### src/rtl/tdc_pkg.sv
// ---------------------------------------------------------------------------
// tdc_pkg
//   Shared definitions for the TDC phase-error decoder:
//     - tdc_state_e : decoder FSM states (IDLE, CAPT, CALC, OUT)
//     - FINE_STEPS  : TDC stages per DCO period (width of the thermometer)
//     - CNT_W_DEF / ERR_W_DEF : default coarse-count and phase-error widths
//     - err_sat_max / err_sat_min : symmetric saturation limits for a
//       two's-complement phase-error word of a given width
// ---------------------------------------------------------------------------
package tdc_pkg;

    localparam int FINE_STEPS = 8;
    localparam int CNT_W_DEF  = 5;
    localparam int ERR_W_DEF  = 10;

    typedef enum logic [1:0] {
        IDLE = 2'd0,
        CAPT = 2'd1,
        CALC = 2'd2,
        OUT  = 2'd3
    } tdc_state_e;

    // Largest magnitude emitted for an err_w-bit word. The most negative
    // code is never used so that +limit and -limit are symmetric.
    function automatic int err_sat_max(input int err_w);
        return (1 << (err_w - 1)) - 1;
    endfunction

    function automatic int err_sat_min(input int err_w);
        return -((1 << (err_w - 1)) - 1);
    endfunction

endpackage

### src/rtl/tdc_phase_error_decoder_if.sv
// ---------------------------------------------------------------------------
// tdc_phase_error_decoder_if
//   Phase-error delivery channel from the decoder to the loop filter.
//   Signals:
//     phase_err  signed phase error, LSB = one TDC stage
//     err_valid  phase_err holds a word
//     err_ready  loop filter can take the word
//   Handshake: a word transfers on every rising ref_clk edge where
//   err_valid && err_ready. Once err_valid is high, phase_err stays stable
//   and err_valid stays high until that transfer; the only exception is the
//   block enable going low, which withdraws the word. err_ready may change
//   freely and never depends combinationally on err_valid in the decoder.
//   Modports:
//     master  decoder side  (drives phase_err, err_valid)
//     slave   filter side   (drives err_ready)
// ---------------------------------------------------------------------------
interface tdc_phase_error_decoder_if #(
    parameter int ERR_W = 10
) ();

    logic signed [ERR_W-1:0] phase_err;
    logic                    err_valid;
    logic                    err_ready;

    modport master (
        output phase_err,
        output err_valid,
        input  err_ready
    );

    modport slave (
        input  phase_err,
        input  err_valid,
        output err_ready
    );

endinterface

### src/rtl/tdc_therm_popcount.sv
// ---------------------------------------------------------------------------
// tdc_therm_popcount
//   Combinational count of ones in an active-high thermometer word. Counting
//   every set bit (instead of locating the 1->0 boundary) keeps the result
//   sensible when metastability leaves bubbles in the code.
//   Ports:
//     therm_i  [N-1:0]   active-high thermometer (already inverted trip_b)
//     count_o  [CW-1:0]  number of set bits, 0..N
// ---------------------------------------------------------------------------
module tdc_therm_popcount
    import tdc_pkg::*;
#(
    parameter int N  = FINE_STEPS,
    parameter int CW = $clog2(N + 1)
) (
    input  logic [N-1:0]  therm_i,
    output logic [CW-1:0] count_o
);

    always_comb begin
        count_o = '0;
        for (int i = 0; i < N; i++) begin
            count_o = count_o + CW'(therm_i[i]);
        end
    end

endmodule

### src/rtl/tdc_phase_error_decoder.sv
// ---------------------------------------------------------------------------
// tdc_phase_error_decoder
//   Turns one PFD/TDC measurement per reference edge into a signed phase
//   error word and hands it to the loop filter over a valid/ready channel.
//
//   Ports:
//     ref_clk         reference clock, all logic on the rising edge
//     reset           asynchronous active-low reset
//     enable_PFD_TDC  block enable; low flushes the FSM to IDLE
//     fine_done_pre   measurement-complete level, asynchronous to ref_clk
//     early           1 = reference leads DCO (positive error)
//     counter_rise    coarse count of DCO rising edges
//     counter_fall    coarse count of DCO falling edges
//     trip_b          active-low TDC thermometer (all ones = nothing tripped)
//     err_if          phase_err / err_valid / err_ready channel (master)
//     cnt_mismatch    sticky: rise/fall counts differed by more than one
//     overrun         sticky: a measurement was dropped, output occupied
//     dbg_state_o     current FSM state
//
//   Build option PHERR_AVG_EN: when defined, measurements are averaged in
//   pairs, (s0 + s1) >>> 1, and one word is produced per two measurements.
//
//   Timing: a rise of fine_done_pre is seen by the FSM on the third ref_clk
//   edge after it (two synchroniser flops plus the edge-detect history flop
//   update on that same edge); err_valid rises two edges later.
// ---------------------------------------------------------------------------
module tdc_phase_error_decoder
    import tdc_pkg::*;
#(
    parameter int CNT_W = CNT_W_DEF,
    parameter int ERR_W = ERR_W_DEF
) (
    input  logic                      ref_clk,
    input  logic                      reset,
    input  logic                      enable_PFD_TDC,
    input  logic                      fine_done_pre,
    input  logic                      early,
    input  logic [CNT_W-1:0]          counter_rise,
    input  logic [CNT_W-1:0]          counter_fall,
    input  logic [FINE_STEPS-1:0]     trip_b,
    tdc_phase_error_decoder_if.master err_if,
    output logic                      cnt_mismatch,
    output logic                      overrun,
    output tdc_state_e                dbg_state_o
);

    localparam int FINE_W  = $clog2(FINE_STEPS + 1);
    // counter_rise * FINE_STEPS + FINE_STEPS, with one bit of headroom
    localparam int MAG_W   = CNT_W + FINE_W + 1;
    localparam int ERR_LIM = err_sat_max(ERR_W);

    // -----------------------------------------------------------------------
    // Synchroniser and rising-edge detect. sync3_q is the previous value of
    // the synchronised level; it keeps running while disabled so that
    // re-enabling with fine_done_pre already high does not look like a rise.
    // -----------------------------------------------------------------------
    logic sync1_q, sync2_q, sync3_q;
    logic detect;

    assign detect = sync2_q & ~sync3_q;

    // -----------------------------------------------------------------------
    // State and captured measurement
    // -----------------------------------------------------------------------
    tdc_state_e              state_q, state_d;
    logic                    cap_early_q, cap_early_d;
    logic [CNT_W-1:0]        cap_rise_q, cap_rise_d;
    logic [CNT_W-1:0]        cap_fall_q, cap_fall_d;
    logic [FINE_STEPS-1:0]   therm_q, therm_d;
    logic signed [ERR_W-1:0] phase_err_q, phase_err_d;
    logic                    mismatch_q, mismatch_d;
    logic                    overrun_q, overrun_d;

`ifdef PHERR_AVG_EN
    logic signed [ERR_W-1:0] acc_q, acc_d;
    logic                    parity_q, parity_d;
    logic signed [ERR_W:0]   pair_sum;
    logic signed [ERR_W-1:0] pair_avg;
`endif

    // -----------------------------------------------------------------------
    // Arithmetic on the captured measurement (used in CALC)
    // -----------------------------------------------------------------------
    logic [FINE_W-1:0]       fine;
    logic [MAG_W-1:0]        mag;
    logic signed [31:0]      mag_int;
    logic signed [31:0]      sat_int;
    logic signed [31:0]      sample_int;
    logic signed [ERR_W-1:0] sample;
    logic [CNT_W-1:0]        cnt_diff;
    logic                    cnt_bad;

    tdc_therm_popcount #(
        .N  (FINE_STEPS),
        .CW (FINE_W)
    ) u_popcount (
        .therm_i (therm_q),
        .count_o (fine)
    );

    always_comb begin
        mag        = MAG_W'(cap_rise_q) * MAG_W'(FINE_STEPS) + MAG_W'(fine);
        mag_int    = 32'(mag);
        // Clamp the magnitude first; the limits are symmetric so the sign
        // can be applied afterwards. mag == 0 naturally yields 0.
        sat_int    = (mag_int > ERR_LIM) ? ERR_LIM : mag_int;
        sample_int = cap_early_q ? sat_int : -sat_int;
        sample     = sample_int[ERR_W-1:0];
    end

    always_comb begin
        cnt_diff = (cap_rise_q >= cap_fall_q) ? (cap_rise_q - cap_fall_q)
                                              : (cap_fall_q - cap_rise_q);
        cnt_bad  = (cnt_diff > CNT_W'(1));
    end

`ifdef PHERR_AVG_EN
    // Dropping bit 0 of the sign-extended sum is an arithmetic shift right,
    // i.e. the average rounds toward minus infinity.
    always_comb begin
        pair_sum = {acc_q[ERR_W-1], acc_q} + {sample[ERR_W-1], sample};
        pair_avg = pair_sum[ERR_W:1];
    end
`endif

    // -----------------------------------------------------------------------
    // FSM next state and datapath updates
    // -----------------------------------------------------------------------
    always_comb begin
        state_d     = state_q;
        cap_early_d = cap_early_q;
        cap_rise_d  = cap_rise_q;
        cap_fall_d  = cap_fall_q;
        therm_d     = therm_q;
        phase_err_d = phase_err_q;
        mismatch_d  = mismatch_q;
        overrun_d   = overrun_q;
`ifdef PHERR_AVG_EN
        acc_d       = acc_q;
        parity_d    = parity_q;
`endif

        if (!enable_PFD_TDC) begin
            // Flush: the pending word (if any) is withdrawn. Sticky flags
            // survive; a half-collected averaging pair does not.
            state_d = IDLE;
`ifdef PHERR_AVG_EN
            parity_d = 1'b0;
`endif
        end else begin
            unique case (state_q)
                IDLE: begin
                    if (detect) begin
                        state_d = CAPT;
                    end
                end

                CAPT: begin
                    cap_early_d = early;
                    cap_rise_d  = counter_rise;
                    cap_fall_d  = counter_fall;
                    therm_d     = ~trip_b;
                    state_d     = CALC;
                    if (detect) begin
                        overrun_d = 1'b1;
                    end
                end

                CALC: begin
                    if (cnt_bad) begin
                        mismatch_d = 1'b1;
                    end
                    if (detect) begin
                        overrun_d = 1'b1;
                    end
`ifdef PHERR_AVG_EN
                    if (!parity_q) begin
                        // First of a pair: remember it, emit nothing.
                        acc_d    = sample;
                        parity_d = 1'b1;
                        state_d  = IDLE;
                    end else begin
                        phase_err_d = pair_avg;
                        parity_d    = 1'b0;
                        state_d     = OUT;
                    end
`else
                    phase_err_d = sample;
                    state_d     = OUT;
`endif
                end

                OUT: begin
                    if (err_if.err_ready) begin
                        // The slot frees on this edge, so a new measurement
                        // arriving now can be taken instead of dropped.
                        state_d = detect ? CAPT : IDLE;
                    end else if (detect) begin
                        overrun_d = 1'b1;
                    end
                end

                default: begin
                    state_d = IDLE;
                end
            endcase
        end
    end

    // -----------------------------------------------------------------------
    // Registers
    // -----------------------------------------------------------------------
    always_ff @(posedge ref_clk or negedge reset) begin
        if (!reset) begin
            sync1_q     <= 1'b0;
            sync2_q     <= 1'b0;
            sync3_q     <= 1'b0;
            state_q     <= IDLE;
            cap_early_q <= 1'b0;
            cap_rise_q  <= '0;
            cap_fall_q  <= '0;
            therm_q     <= '0;
            phase_err_q <= '0;
            mismatch_q  <= 1'b0;
            overrun_q   <= 1'b0;
`ifdef PHERR_AVG_EN
            acc_q       <= '0;
            parity_q    <= 1'b0;
`endif
        end else begin
            sync1_q     <= fine_done_pre;
            sync2_q     <= sync1_q;
            sync3_q     <= sync2_q;
            state_q     <= state_d;
            cap_early_q <= cap_early_d;
            cap_rise_q  <= cap_rise_d;
            cap_fall_q  <= cap_fall_d;
            therm_q     <= therm_d;
            phase_err_q <= phase_err_d;
            mismatch_q  <= mismatch_d;
            overrun_q   <= overrun_d;
`ifdef PHERR_AVG_EN
            acc_q       <= acc_d;
            parity_q    <= parity_d;
`endif
        end
    end

    // -----------------------------------------------------------------------
    // Outputs
    // -----------------------------------------------------------------------
    assign err_if.err_valid = (state_q == OUT);
    assign err_if.phase_err = phase_err_q;
    assign cnt_mismatch     = mismatch_q;
    assign overrun          = overrun_q;
    assign dbg_state_o      = state_q;

endmodule

### src/flat_wrapper.sv
// flat-port wrapper written by rule: the top's interface ports become plain ports
module tdc_phase_error_decoder_flat import tdc_pkg::*;
#(
    parameter int CNT_W = CNT_W_DEF,
    parameter int ERR_W = ERR_W_DEF
)
  (ref_clk, reset, enable_PFD_TDC, fine_done_pre, early, counter_rise, counter_fall, trip_b, cnt_mismatch, overrun, dbg_state_o, err_if_phase_err, err_if_err_valid, err_if_err_ready);
  tdc_phase_error_decoder_if #(.ERR_W(ERR_W)) err_if_i ();
  input  logic ref_clk;
  input  logic reset;
  input  logic enable_PFD_TDC;
  input  logic fine_done_pre;
  input  logic early;
  input  logic [CNT_W-1:0] counter_rise;
  input  logic [CNT_W-1:0] counter_fall;
  input  logic [FINE_STEPS-1:0] trip_b;
  output logic cnt_mismatch;
  output logic overrun;
  output tdc_state_e dbg_state_o;
  output wire logic [$bits(err_if_i.phase_err)-1:0] err_if_phase_err;
  output wire logic [$bits(err_if_i.err_valid)-1:0] err_if_err_valid;
  input wire logic [$bits(err_if_i.err_ready)-1:0] err_if_err_ready;
  assign err_if_phase_err = err_if_i.phase_err;
  assign err_if_err_valid = err_if_i.err_valid;
  assign err_if_i.err_ready = err_if_err_ready;
  tdc_phase_error_decoder #(.CNT_W(CNT_W), .ERR_W(ERR_W)) u_core (.ref_clk(ref_clk), .reset(reset), .enable_PFD_TDC(enable_PFD_TDC), .fine_done_pre(fine_done_pre), .early(early), .counter_rise(counter_rise), .counter_fall(counter_fall), .trip_b(trip_b), .err_if(err_if_i), .cnt_mismatch(cnt_mismatch), .overrun(overrun), .dbg_state_o(dbg_state_o));
endmodule
### config.mk
export PLATFORM = sky130hd
export DESIGN_NAME = tdc_phase_error_decoder_flat
export DESIGN_NICKNAME = d
export VERILOG_FILES = /design/src/rtl/tdc_pkg.sv /design/src/rtl/tdc_phase_error_decoder_if.sv /design/src/rtl/tdc_therm_popcount.sv /design/src/rtl/tdc_phase_error_decoder.sv /design/src/flat_wrapper.sv
export SDC_FILE = /design/constraint.sdc
export NUM_CORES = 1
export LEC_CHECK = 0
export CAP_MARGIN = 20
export CELL_PAD_IN_SITES_DETAIL_PLACEMENT = 1
export CELL_PAD_IN_SITES_GLOBAL_PLACEMENT = 2
export CORE_ASPECT_RATIO = 1.4
export CORE_MARGIN = 1.5
export CORE_UTILIZATION = 33
export DETAILED_ROUTE_END_ITERATION = 8
export PLACE_DENSITY_LB_ADDON = 0.1
export SYNTH_ARGS = -nofsm -noshare
export SYNTH_HDL_FRONTEND = slang
export SYNTH_SLANG_ARGS = --single-unit
export TNS_END_PERCENT = 1
### constraint.sdc
create_clock -name ref_clk -period 4.5 [get_ports ref_clk]
set_clock_uncertainty 0.15 [all_clocks]
set_input_delay 0.675 -clock ref_clk [delete_from_list [all_inputs] [get_ports ref_clk]]
set_output_delay 0.675 -clock ref_clk [all_outputs]
set_load 0.01 [all_outputs]
==> reports/metrics.yaml, run 1 <==
outcome:
  status: "finished, final reports clean"
floorplan:
  start_util: 0.345
  die_x_um: 73.5
  die_h_um: 102
  fp.dieArea_sq_um: 7480
  rows: 35
  top_level_ports: 39
  coreArea_sq_um: 6660
place:
  port_buffers: 38
  dpl.hpwl_mm: 4.11
  gp_congestion: 0.808
yosys:
  synth-adder-area-share: 0.145
  ys_warn_count: 0
  synth_compound_area_frac: 0.149
  synth-edff-count: 0
  muxShareOfSynthArea: 0.0719
  synthFlopType: "dfrtp_1"
  synth_top_family_by_area: "compound AO/OA/AOI/OAI gates"
  avgSynthCellArea_sq_um: 9.41
  synth_xor_area_frac: 0.0496
  synthDistinctLibCells: 36
  synthDominantCellAreaShare: 0.392
  synth_top_area_cell: "dfrtp_1"
  netlist_instances: 244
  ys_seq_elements: 36
  postSynthNetCount: 291
  synthArstFlopShare: 1.00
  yosys.area_share.simple: 0.135
  yosysSeqAreaShare: 0.392
  synth_area_leaders: "dfrtp_1 39%, ha_1 9.3%, mux2_2 5.9%, nand2_1 5.4%, fa_1 5.2%"
  synthesis.area_sq_um: 2300
clock_tree:
  cts.htree.levels: 2
  cts-resized-gates: 0
  cts.sinks: 36
  cts_max_path_buffers: 2
  cts_tree: "done"
  cts_setup_buffers: 0
  cts_buffers: 5
  cts_hold_buf: 0
  cts-root-buf: "clkbuf_8"
  path_clk_slew_ps: 70
  clk-insertion-delay-late_ps: 290
setup_path:
  regToRegSetupSlack_ps: 320
  r2r-end: "u_core.err_if.phase_err[7]$_DFFE_PN0P_"
  cp-end-kind: "flop"
  critPathRequiredTime_ps: 4500
  r2r-start: "u_core.therm_q[0]$_DFFE_PN0P_"
  crit_fanout: 6
  path_class: "reg2reg"
  start_kind: "flop"
  reg2reg_depth: 13
  cp_data_arrival_time_ps: 4180
final_layout:
  post-route-util: 0.427
  area_growth_pct: 23.7
  n_antenna_cell: 0
  regArea_sq_um: 901
  drive_gt1_frac: 0.0739
  multi_input_area_sq_um: 1260
  nets: 330
  fillers: 788
sta:
  max_freq_mhz: 239
  post-route-period-util: 0.928
  drv_slew: 0
  fin_tns_setup_ps: 0
  relSlewSlack: 0.397
  hold_violations: 0
  period_minus_slack_ps: 4180
  worst_slew_pin_slew_ps: 903
  finalSetupViolCount: 0
  rsz0062_at_grt: "false"
route:
  drc: 0
  vias: 1813
  wire_per_inst_um: 14.1
  firstDrtPassIters: 4
  drt-initial-drc-count: 36
  wl_mm: 5.32
  met3_length_um: 141
  vias_per_cell: 4.82
  antenna_left: 0
  top_layer_used: "met4"
  met1_length_mm: 2.21
  wl_met2_mm: 2.85
worst_hold_path:
  worstHoldPathCells: 0
  min_from: "u_core.sync1_q$_DFF_PN0_"
  hold_path_end: "u_core.sync2_q$_DFF_PN0_"
  hold_path.class: "reg2reg"
global_route:
  overflow: 0
  antenna_found_initial: 0
  grt_usage: 0.159
  grt_max_degree: 37
  grt_pass1_vias: 1888
  grt_pass1_wl_mm: 8.95
run:
  max_cap_violations: 0
## worst max-delay path by stage
stage / slack (ps) / from / end
after global routing: 70 / u_core.therm_q[0]$_DFFE_PN0P_ / u_core.err_if.phase_err[9]$_DFFE_PN0P_
after detailed placement: 320 / u_core.therm_q[0]$_DFFE_PN0P_ / u_core.err_if.phase_err[7]$_DFFE_PN0P_
after global placement: 400 / u_core.therm_q[0]$_DFFE_PN0P_ / u_core.err_if.phase_err[7]$_DFFE_PN0P_
after CTS: 300 / u_core.therm_q[0]$_DFFE_PN0P_ / u_core.err_if.phase_err[7]$_DFFE_PN0P_
after floorplan: 570 / u_core.therm_q[0]$_DFFE_PN0P_ / u_core.err_if.phase_err[7]$_DFFE_PN0P_
final: 320 / u_core.therm_q[0]$_DFFE_PN0P_ / u_core.err_if.phase_err[7]$_DFFE_PN0P_
## layer usage
metal | up-vias | GRT usage
met5 | - | 0
met4 | 0 | 0.0655
met3 | 10 | 0.0279
met2 | 38 | 0.292
met1 | 863 | 0.175
li1 | 902 | -
## metrics by stage
step	hold slack [ps]	cell area, sq um	setup WS [ps]	cells
2_1_floorplan	181	2300	573	244
3_3_place_gp	183	2760	396	368
3_5_place_dp	191	2760	316	368
4_1_cts	210	2840	302	376
5_1_grt	214	2840	72.8	376
6_report	206	2840	322	376
## Yosys cell counts (all sizes together), types with 2 or more instances
master / instances
a21o: 2
xor2: 3
and2: 2
nand2: 33
o21ai: 22
nor2: 12
or3: 2
nor2b: 7
a21oi: 13
a221oi: 2
nand3: 6
a31oi: 7
fa: 6
inv: 25
buf: 2
dfrtp: 36
ha: 17
clkbuf: 5
a2111o: 2
mux2: 12
mux2i: 3
nor3: 4
xnor2: 10
## area by class of cell
class / instances / area share
clock buffer: 7 / 0.0269
sequential: 36 / 0.317
tap: 92 / 0.0405
timing repair buffer: 39 / 0.135
multi-input combinational: 176 / 0.445
clock inverter: 1 / 0.00308
inverter: 25 / 0.0330
## state kept, by name (all words and copies together), names as in the netlist
name and flops:
u_core.cap_fall_q 5, u_core.cnt_mismatch 1, u_core.dbg_state_o 2, u_core.cap_early_q 1, u_core.sync1_q 1, u_core.therm_q 8, u_core.err_if.phase_err 10, u_core.overrun 1
u_core.cap_rise_q 5, u_core.sync3_q 1, u_core.sync2_q 1
## cell families (layout without fill, tap and decap cells)
group | after synthesis | after routing
AND/OR/NAND/NOR | 69 | 69
multiplexers | 15 | 15
buffers and inverters | 32 | 72
XOR/XNOR | 13 | 13
flip-flops | 36 | 36
AO/OA/AOI/OAI | 56 | 56
adder cells (fa/ha/maj) | 23 | 23
## cells in the final DEF, fill, tap and decap left out, types with 7 or more instances in the layout
cell / n
inv_1: 25
ha_1: 17
dfrtp_1: 36
nor2_1: 12
clkdlybuf4s50_1: 37
nand2_1: 33
a31oi_1: 7
a21oi_1: 13
mux2_2: 12
o21ai_0: 21
nor2b_1: 7
xnor2_1: 10
## worst max-delay path, stage by stage, from the launching register on
cell and delay, ps:
dfrtp_1 400, fa_1 530, inv_1 50, fa_1 450, fa_1 500, inv_1 40
ha_1 210, fa_1 490, nor4b_1 340, nand3_1 170, a2111o_1 430, nand2_1 80
xnor2_1 110, o21ai_1 70
Power of run 1 is not shown: default switching activity piles up to over one toggle a cycle in this logic, so the estimate is an artifact.
==> inputs of run 2 (changes only) <==
- SLEW_MARGIN: not set -> 20
==> results of run 2 <==
Same layout as run 1: the final DEF is identical, and so are final timing and power.
Power of run 2 is left out for the same reason.
